<file path="src/rtl/gene_net.sv">
// 8-gene synchronous Boolean regulatory network with seed reload.
// Any change on x_in reloads the state; otherwise the state advances through f.
module gene_net (
    input  logic       clk,
    input  logic       rst_n,
    input  logic [7:0] x_in,
    output logic [7:0] x_out,
    output logic       load,
    output logic [7:0] step_cnt
);

    logic [7:0] x_out_q, x_out_d;
    logic [7:0] x_q, x_d;
    logic [7:0] cnt_q, cnt_d;
    logic       load_q, load_d;
    logic       pend_q, pend_d;
    logic       reseed;
    logic [7:0] f_x;

    function automatic logic [7:0] f_upd(input logic [7:0] x);
        logic [7:0] n;
        n[7] = ~x[7] & x[6] & x[2];
        n[6] = x[1];
        n[5] = x[4] & ~x[0] & (x[2] | x[1]);
        n[4] = x[4] | x[6];
        n[3] = x[4] & ~x[6] & ~x[0];
        n[2] = x[5] & ~x[6];
        n[1] = x[0] | (x[6] & x[2]);
        n[0] = x[0] & x[1];
        return n;
    endfunction

    assign f_x    = f_upd(x_out_q);
    // Pending flag forces a load on the first edge after reset even if x_in == 0.
    assign reseed = pend_q | (x_in != x_q);

    always_comb begin
        x_out_d = f_x;
        x_d     = x_q;
        load_d  = 1'b0;
        pend_d  = 1'b0;
        cnt_d   = (cnt_q == 8'hFF) ? cnt_q : cnt_q + 8'd1;
        if (reseed) begin
            x_out_d = x_in;
            x_d     = x_in;
            load_d  = 1'b1;
            cnt_d   = 8'd0;
        end
    end

    always_ff @(posedge clk or negedge rst_n) begin
        if (!rst_n) begin
            x_out_q <= 8'h00;
            x_q     <= 8'h00;
            cnt_q   <= 8'h00;
            load_q  <= 1'b0;
            pend_q  <= 1'b1;
        end else begin
            x_out_q <= x_out_d;
            x_q     <= x_d;
            cnt_q   <= cnt_d;
            load_q  <= load_d;
            pend_q  <= pend_d;
        end
    end

    assign x_out    = x_out_q;
    assign load     = load_q;
    assign step_cnt = cnt_q;

endmodule

</file>
<file path="config.mk">
export PLATFORM = sky130hd
export DESIGN_NAME = gene_net
export DESIGN_NICKNAME = d
export VERILOG_FILES = /design/src/rtl/gene_net.sv
export SDC_FILE = /design/constraint.sdc
export NUM_CORES = 1
export LEC_CHECK = 0
export BUFFER_PORTS_ARGS = -buffer_cell sky130_fd_sc_hd__buf_2
export CORE_MARGIN = 5
export CORE_UTILIZATION = 47
export CTS_CLUSTER_SIZE = 25
export DETAILED_ROUTE_END_ITERATION = 6
export HOLD_SLACK_MARGIN = 0.03
export PLACE_DENSITY = 0.76
export SKIP_LAST_GASP = 1
export SYNTH_ARGS = -nofsm -noshare
export SYNTH_HDL_FRONTEND = slang
export SYNTH_SLANG_ARGS = --single-unit
</file>
<file path="constraint.sdc">
create_clock -name clk -period 1.65 [get_ports clk]
set_clock_uncertainty 0.15 [all_clocks]
set_input_delay 0.165 -clock clk [delete_from_list [all_inputs] [get_ports clk]]
set_output_delay 0.165 -clock clk [all_outputs]
set_load 0.005 [all_outputs]
</file>
==> impl_metrics.yaml, run 1 <==
die:
  die_w_um: 59.8
  initial_core_util_pct: 47.8
  die_area_um2: 3570
  floorplan.core_area_um2: 2430
  die_height_um: 59.8
  placement_rows: 18
  i_o_pins: 27
global_routing:
  top_usage_layer: "met2"
  first_global_vias: 928
  grt.met3_usage_pct: 3.24
  grt_first_pass_wirelength_um: 4040
  grt_max_degree: 27
  grt_antenna_before_repair: 0
  grt_met2_use_pct: 25.8
  track_usage_pct: 15.0
  grt_use_met1_pct: 18.6
  overflow: 0
outcome:
  violations: "negative setup slack"
  outcome: "complete, but fails checks"
yosys:
  ys_async_sr_fraction_pct: 100
  synth_mux_area_share_pct: 8.60
  synth_commonest_cells: "dfrtp_1, nor2_1, clkbuf_1, xnor2_1, nand2_1"
  synthDominantAreaCellType: "dfrtp_1"
  syn_inst: 100
  ys_ff_latch: 26
  synth_warnings: 0
  yosys_most_used_dff: "dfrtp_1"
  dominant_combinational_cell_family_by_area_after_synthesis: "simple AND/OR/NAND/NOR gates"
  yosys_top_cell_area_share_pct: 53.8
  synthMostInstantiatedCell: "dfrtp_1"
  count_of_flip_flops_with_a_built_in_enable_after_synthesis: 0
  synth_compound_area_share_pct: 8.49
  synth.yosys.seq_area_share_pct: 56.0
  netlist_top_cells_area: "dfrtp_1, xnor2_1, a211oi_2"
  area_of_the_mapped_netlist_um2: 1160
  synth_fa_ha_area_share_pct: 1.08
  xor_and_xnor_area_share_after_synthesis_pct: 7.53
  synthesis.area_per_instance_um2: 11.6
  yosysUniqueCellTypes: 30
  synth_fp_nets: 111
  synth_area_in_simple_gates_pct: 11.2
timing:
  fmax_mhz: 539
  slew-limit-headroom_pct: 61.2
  final_min_period_over_clock_period_pct: 112
  timing_max_transition_violations_final: 0
  fin_ws_ns: -0.204
  setup_viols_final: 17
  hold_violations: 0
  fin_crit_ns: 1.85
  tightest_slew_ns: 0.583
  rsz0062_at_grt: "yes"
power:
  post-layout-total-power_w: 0.00110
  p_leak_nw: 0.775
  peakVddDrop_v: 0.000461
  power.density_cell_area_nw_per_um2: 702
setup_path:
  timing.reg2reg.worst_path_depth: 5
  regToRegSetupSlack_ns: -0.20
  cp_top_family: "simple AND/OR/NAND/NOR gates"
  worst_r2r_startpoint: "x_q[7]$_DFFE_PN0P_"
  timing.critical_path.to_type: "flip-flop"
  worstPathRequired_ns: 1.71
  timing.critical_path.arrival_ns: 1.92
  worst-path-buf-inv: 1
  criticalPathCategory: "flip-flop to flip-flop"
  crit-reg2reg-capture: "x_out[6]$_DFF_PN0_"
  critical_path.slowest_cell: "or4_4"
  worst_path_largest_cell_delay_ns: 0.50
  crit_path_max_fanout: 7
  path_cells: "xnor2_1 > nand3_1 > or4_4 > buf_8 > mux2_4"
  cp-start-kind: "flip-flop"
clock_tree:
  clk_latency_ns: 0.31
  cts-buffers-inserted: 3
  clock_tree.root_cell: "clkbuf_4"
  clock_tree.buffer_depth: 2
  htreeDepth: 1
  cts_tree: "done"
  clk_transition_reported_paths_ns: 0.14
  cts.sink_count: 26
placed_design:
  post-dp-hpwl_um: 1640
  globalplace.congestion: 0.910
  dpl.cell_count: 162
  io_buffer_count: 26
finish:
  layoutNonFillerInstCount: 177
  fin_nets: 159
  area_growth_syn_to_layout_pct: 35.3
  diodes: 0
  layout.core_utilization_pct: 64.7
  final_layout_size_suffix_gt1_share_pct: 44.9
drt:
  postRouteAntennaNets: 0
  detail_route.wl_per_cell_um: 12.9
  drc_errors: 0
  dr_total_vias: 889
  drt_first_pass_iters: 4
  avgViaCountPerCell: 5.02
  postRouteWirelength_um: 2290
  drtIter0Drc: 16
worst_hold_path:
  hold_path_class: "primary input to flip-flop"
  whs_path_depth: 3
  timing.hold.worst_endpoint: "x_out[7]$_DFF_PN0_"
  hp-start: "x_in[7]"
flow_run:
  cap_viol_max_count: 0
-- placed cells by master (no fill, tap or decap), drive strengths merged, types with 2 or more instances in the layout --
| master | synthesis | routed |
|---|---|---|
| clkbuf | 7 | 4 |
| a31oi | 2 | 2 |
| inv | 3 | 3 |
| nand3 | 3 | 3 |
| mux2i | 4 | 4 |
| buf | 2 | 44 |
| nor3 | 3 | 3 |
| dlygate4sd3 | 1 | 9 |
| dfrtp | 25 | 25 |
| nand2 | 5 | 5 |
| mux2 | 5 | 5 |
| xnor2 | 7 | 7 |
| nor2 | 13 | 13 |
| a211oi | 4 | 4 |
| xor2 | 3 | 3 |
-- final cells by class --
type | instances | area, µm²
fill | 205 | 858
sequential | 26 | 652
multi-input combinational | 61 | 470
timing repair buffer | 53 | 367
tap | 30 | 37.5
clock buffer | 4 | 36.3
inverter | 3 | 11.3
-- stage by stage --
step / setup slack (ns) / TNS (ns) / hold slack (ns) / instance area (µm²)
floorplan: -0.109 / -0.638 / -0.281 / 1170
global placement: -0.195 / -2.21 / 0.0357 / 1390
detailed placement: -0.214 / -2.50 / 0.0474 / 1390
CTS: -0.187 / -2.26 / 0.0485 / 1550
global route: -0.272 / -3.75 / 0.0484 / 1570
finish: -0.204 / -2.53 / 0.0553 / 1570
-- sequential cells by signal, indices dropped and copies added, names as in the netlist --
register	flops
step_cnt	8
x_out	8
x_q	8
load	1
pend_q	1
-- kinds of logic (layout without fill, tap and decap cells) --
| kind of cell | Yosys count | count (layout) |
|---|---|---|
| other cells | 1 | 1 |
| xor+xnor | 10 | 10 |
| fa+ha+maj | 1 | 1 |
| mux | 9 | 9 |
| buf+inv | 13 | 60 |
| simple gates | 29 | 29 |
| flops | 26 | 26 |
| compound gates | 11 | 11 |
-- power by group --
group | switching (W) | leakage, nW | internal, W
Combinational | 0.0000484 | 0.436 | 0.0000680
Sequential | 0.0000145 | 0.318 | 0.000660
Clock | 0.000179 | 0.0210 | 0.000135
Total | 0.000242 | 0.775 | 0.000862
-- how the worst max path moves through the flow --
| stage | start | endpoint | slack, ns | cells after the start |
|---|---|---|---|---|
| floorplan | x_q[7]$_DFFE_PN0P_ | x_out[6]$_DFF_PN0_ | -0.11 | 5 |
| global placement | x_q[6]$_DFFE_PN0P_ | x_out[6]$_DFF_PN0_ | -0.19 | 5 |
| detailed placement | x_q[7]$_DFFE_PN0P_ | step_cnt[6]$_DFFE_PN0P_ | -0.21 | 6 |
| CTS | x_q[7]$_DFFE_PN0P_ | x_out[6]$_DFF_PN0_ | -0.19 | 5 |
| global route | x_q[1]$_DFFE_PN0P_ | x_out[6]$_DFF_PN0_ | -0.27 | 5 |
| finish | x_q[7]$_DFFE_PN0P_ | x_out[6]$_DFF_PN0_ | -0.20 | 5 |
-- per-layer routing --
layer,routed length [µm],vias to the layer above
met5,0,-
li1,-,425
met2,1160,32
met3,173,2
met1,939,430
met4,15,0
-- worst reg2reg max path, stage by stage (launching register included) --
cell and delay (ns):
dfrtp_1 0.40, xnor2_1 0.15, nand3_1 0.10, or4_4 0.51, buf_8 0.15, mux2_4 0.29
-- timing repair --
| action | 4_1_cts | 5_1_grt |
|---|---|---|
| setup buffers | 2 | 0 |
| hold buffers | 9 | 0 |
| endpoints found under the hold margin | 33 | 0 |
| gates cloned | 0 | 0 |
| setup endpoints to repair | 17 | 17 |
| pin swaps | 3 | 3 |
| gates resized for setup | 6 | 4 |
No activity file was read; power rests on OpenSTA's default activity.
==> inputs of run 2 (changes only) <==
CORE_UTILIZATION = 55   (was 47)
PLACE_DENSITY = 0.83   (was 0.76)
clock period = 2.3 ns   (was 1.65 ns; I/O delays follow)
==> run 2 against run 1 <==
  * Sequential power fell by 28%
  * Critical path type is now primary input to flip-flop
  * Non-clock buffer count fell by 16
  * The run now ends clean
  * Die area fell by 12%
  * First-iteration DRC count fell by 38%
==> impl_metrics.yaml, run 2 (synthesis results as in run 1) <==
clock_tree:
  clk_latency_ns: 0.32
  htreeDepth: 1
  cts.sink_count: 26
  clock_tree.buffer_depth: 2
  clock_tree.root_cell: "clkbuf_4"
  post_cts_buffers: 0
  cts-buffers-inserted: 3
  cts_tree: "done"
  clk_transition_reported_paths_ns: 0.13
drt:
  dr_total_vias: 800
  met3_wirelength_um: 116
  wl_met2_um: 1090
  drt_first_pass_iters: 2
  drc_errors: 0
  avgViaCountPerCell: 5.06
  wirelength_met1_um: 878
  drtIter0Drc: 10
  postRouteAntennaNets: 0
  postRouteWirelength_um: 2140
  maxUsedRoutingLayer: "met4"
  detail_route.wl_per_cell_um: 13.6
timing:
  final.hold.worst_slack_ns: 0.279
  fmax_mhz: 483
  slew-limit-headroom_pct: 63.5
  hold_violations: 0
  totalNegativeSetupSlack_ns: 0
  tightest_slew_ns: 0.548
  setup_viols_final: 0
  fin_crit_ns: 2.07
  timing_max_transition_violations_final: 0
  rsz0062_at_grt: "no"
  final_min_period_over_clock_period_pct: 90.1
die:
  placement_rows: 16
  die_height_um: 56.0
  initial_core_util_pct: 58.7
  die_w_um: 56.0
  die_area_um2: 3140
  i_o_pins: 27
  floorplan.core_area_um2: 1980
finish:
  multiInputGateArea_um2: 433
  filler_cell_count: 148
  area_growth_syn_to_layout_pct: 19.6
  diodes: 0
  fin_nets: 143
  layout_common_cells: "buf_2, dfrtp_1, nor2_1"
  final_layout_size_suffix_gt1_share_pct: 32.1
  final_common_cell: "buf_2"
  seq_area_um2: 652
  final_area_um2: 1390
setup_path:
  criticalPathCategory: "primary input to flip-flop"
  crit-reg2reg-capture: "step_cnt[4]$_DFFE_PN0P_"
  timing.critical_path.arrival_ns: 2.14
  worst_r2r_startpoint: "step_cnt[0]$_DFFE_PN0P_"
  timing.reg2reg.worst_path_depth: 5
  cp-start-kind: "primary input"
  cp-endpoint: "x_out[6]$_DFF_PN0_"
  cp-startpoint: "x_in[6]"
  crit_path_max_fanout: 7
  worstPathRequired_ns: 2.36
  regToRegSetupSlack_ns: 0.37
  timing.critical_path.to_type: "flip-flop"
placed_design:
  io_buffer_count: 26
  dpl-instance-area_um2: 1270
  globalplace.congestion: 0.711
  post-dp-hpwl_um: 1540
global_routing:
  grt_max_degree: 27
  grt_antenna_before_repair: 0
  grt_first_pass_wirelength_um: 3800
  track_usage_pct: 15.5
  first_global_vias: 850
  overflow: 0
flow_run:
  cap_viol_max_count: 0
worst_hold_path:
  hold_path_class: "primary input to async pin"
power:
  peakVddDrop_v: 0.000466
  power.density_cell_area_nw_per_um2: 536
  p_leak_nw: 0.658
outcome:
  outcome: "complete, no violations"
## run 2: cell types whose count changed in the layout (fill, tap and decap cells not counted), sizes merged
cell and delta:
buf -16
## run 2: timing repair
item / 4_1_cts / 5_1_grt
hold buffers: 9 / 0
gates resized for setup: 0 / 0
endpoints found under the hold margin: 39 / 0
## run 2: routing by layer
| metal | GRT usage (%) | up-vias |
|---|---|---|
| met2 | 26.0 | 23 |
| met4 | 8.81 | 0 |
| li1 | - | 390 |
| met3 | 3.48 | 7 |
| met5 | 0 | - |
| met1 | 18.1 | 380 |
## run 2: through the flow
step                power [W]  utilization [%]  setup slack (ns)  cells
finish               0.000746             70.2             0.228    158
global route         0.000786             70.2             0.144    158
CTS                  0.000755             70.2             0.228    158
detailed placement   0.000550             64.3             0.382    145
global placement     0.000547             64.3             0.450    145
floorplan            0.000521                -             0.541    100
## run 2: worst min-delay path by stage
stage | from | endpoint | depth (start not counted)
final | rst_n | x_out[5]$_DFF_PN0_ | 2
after global routing | rst_n | x_q[0]$_DFFE_PN0P_ | 2
after CTS | rst_n | x_out[5]$_DFF_PN0_ | 2
after detailed placement | rst_n | x_out[5]$_DFF_PN0_ | 1
after global placement | rst_n | x_q[5]$_DFFE_PN0P_ | 1
after floorplan | rst_n | load$_DFF_PN0_ | 0
## run 2: critical path, cell delays in order
cell	delay, ns
dlygate4sd3_1	0.54
buf_2	0.15
xnor2_1	0.15
nand3_1	0.09
or4_1	0.49
buf_4	0.20
mux2_4	0.30
## run 2: final cells by class
class | count | area share [%]
clock buffers | 4 | 1.89
inverters | 3 | 0.809
multi-input cells | 61 | 31.1
flip-flops and latches | 26 | 46.9
well taps | 27 | 2.43
repair buffers | 37 | 16.9
## run 2: report_power, final
part           switching, W  internal (W)  total (W)
clock              0.000126     0.0000680   0.000194
combinational     0.0000308     0.0000378  0.0000686
sequential       0.00000994      0.000473   0.000483
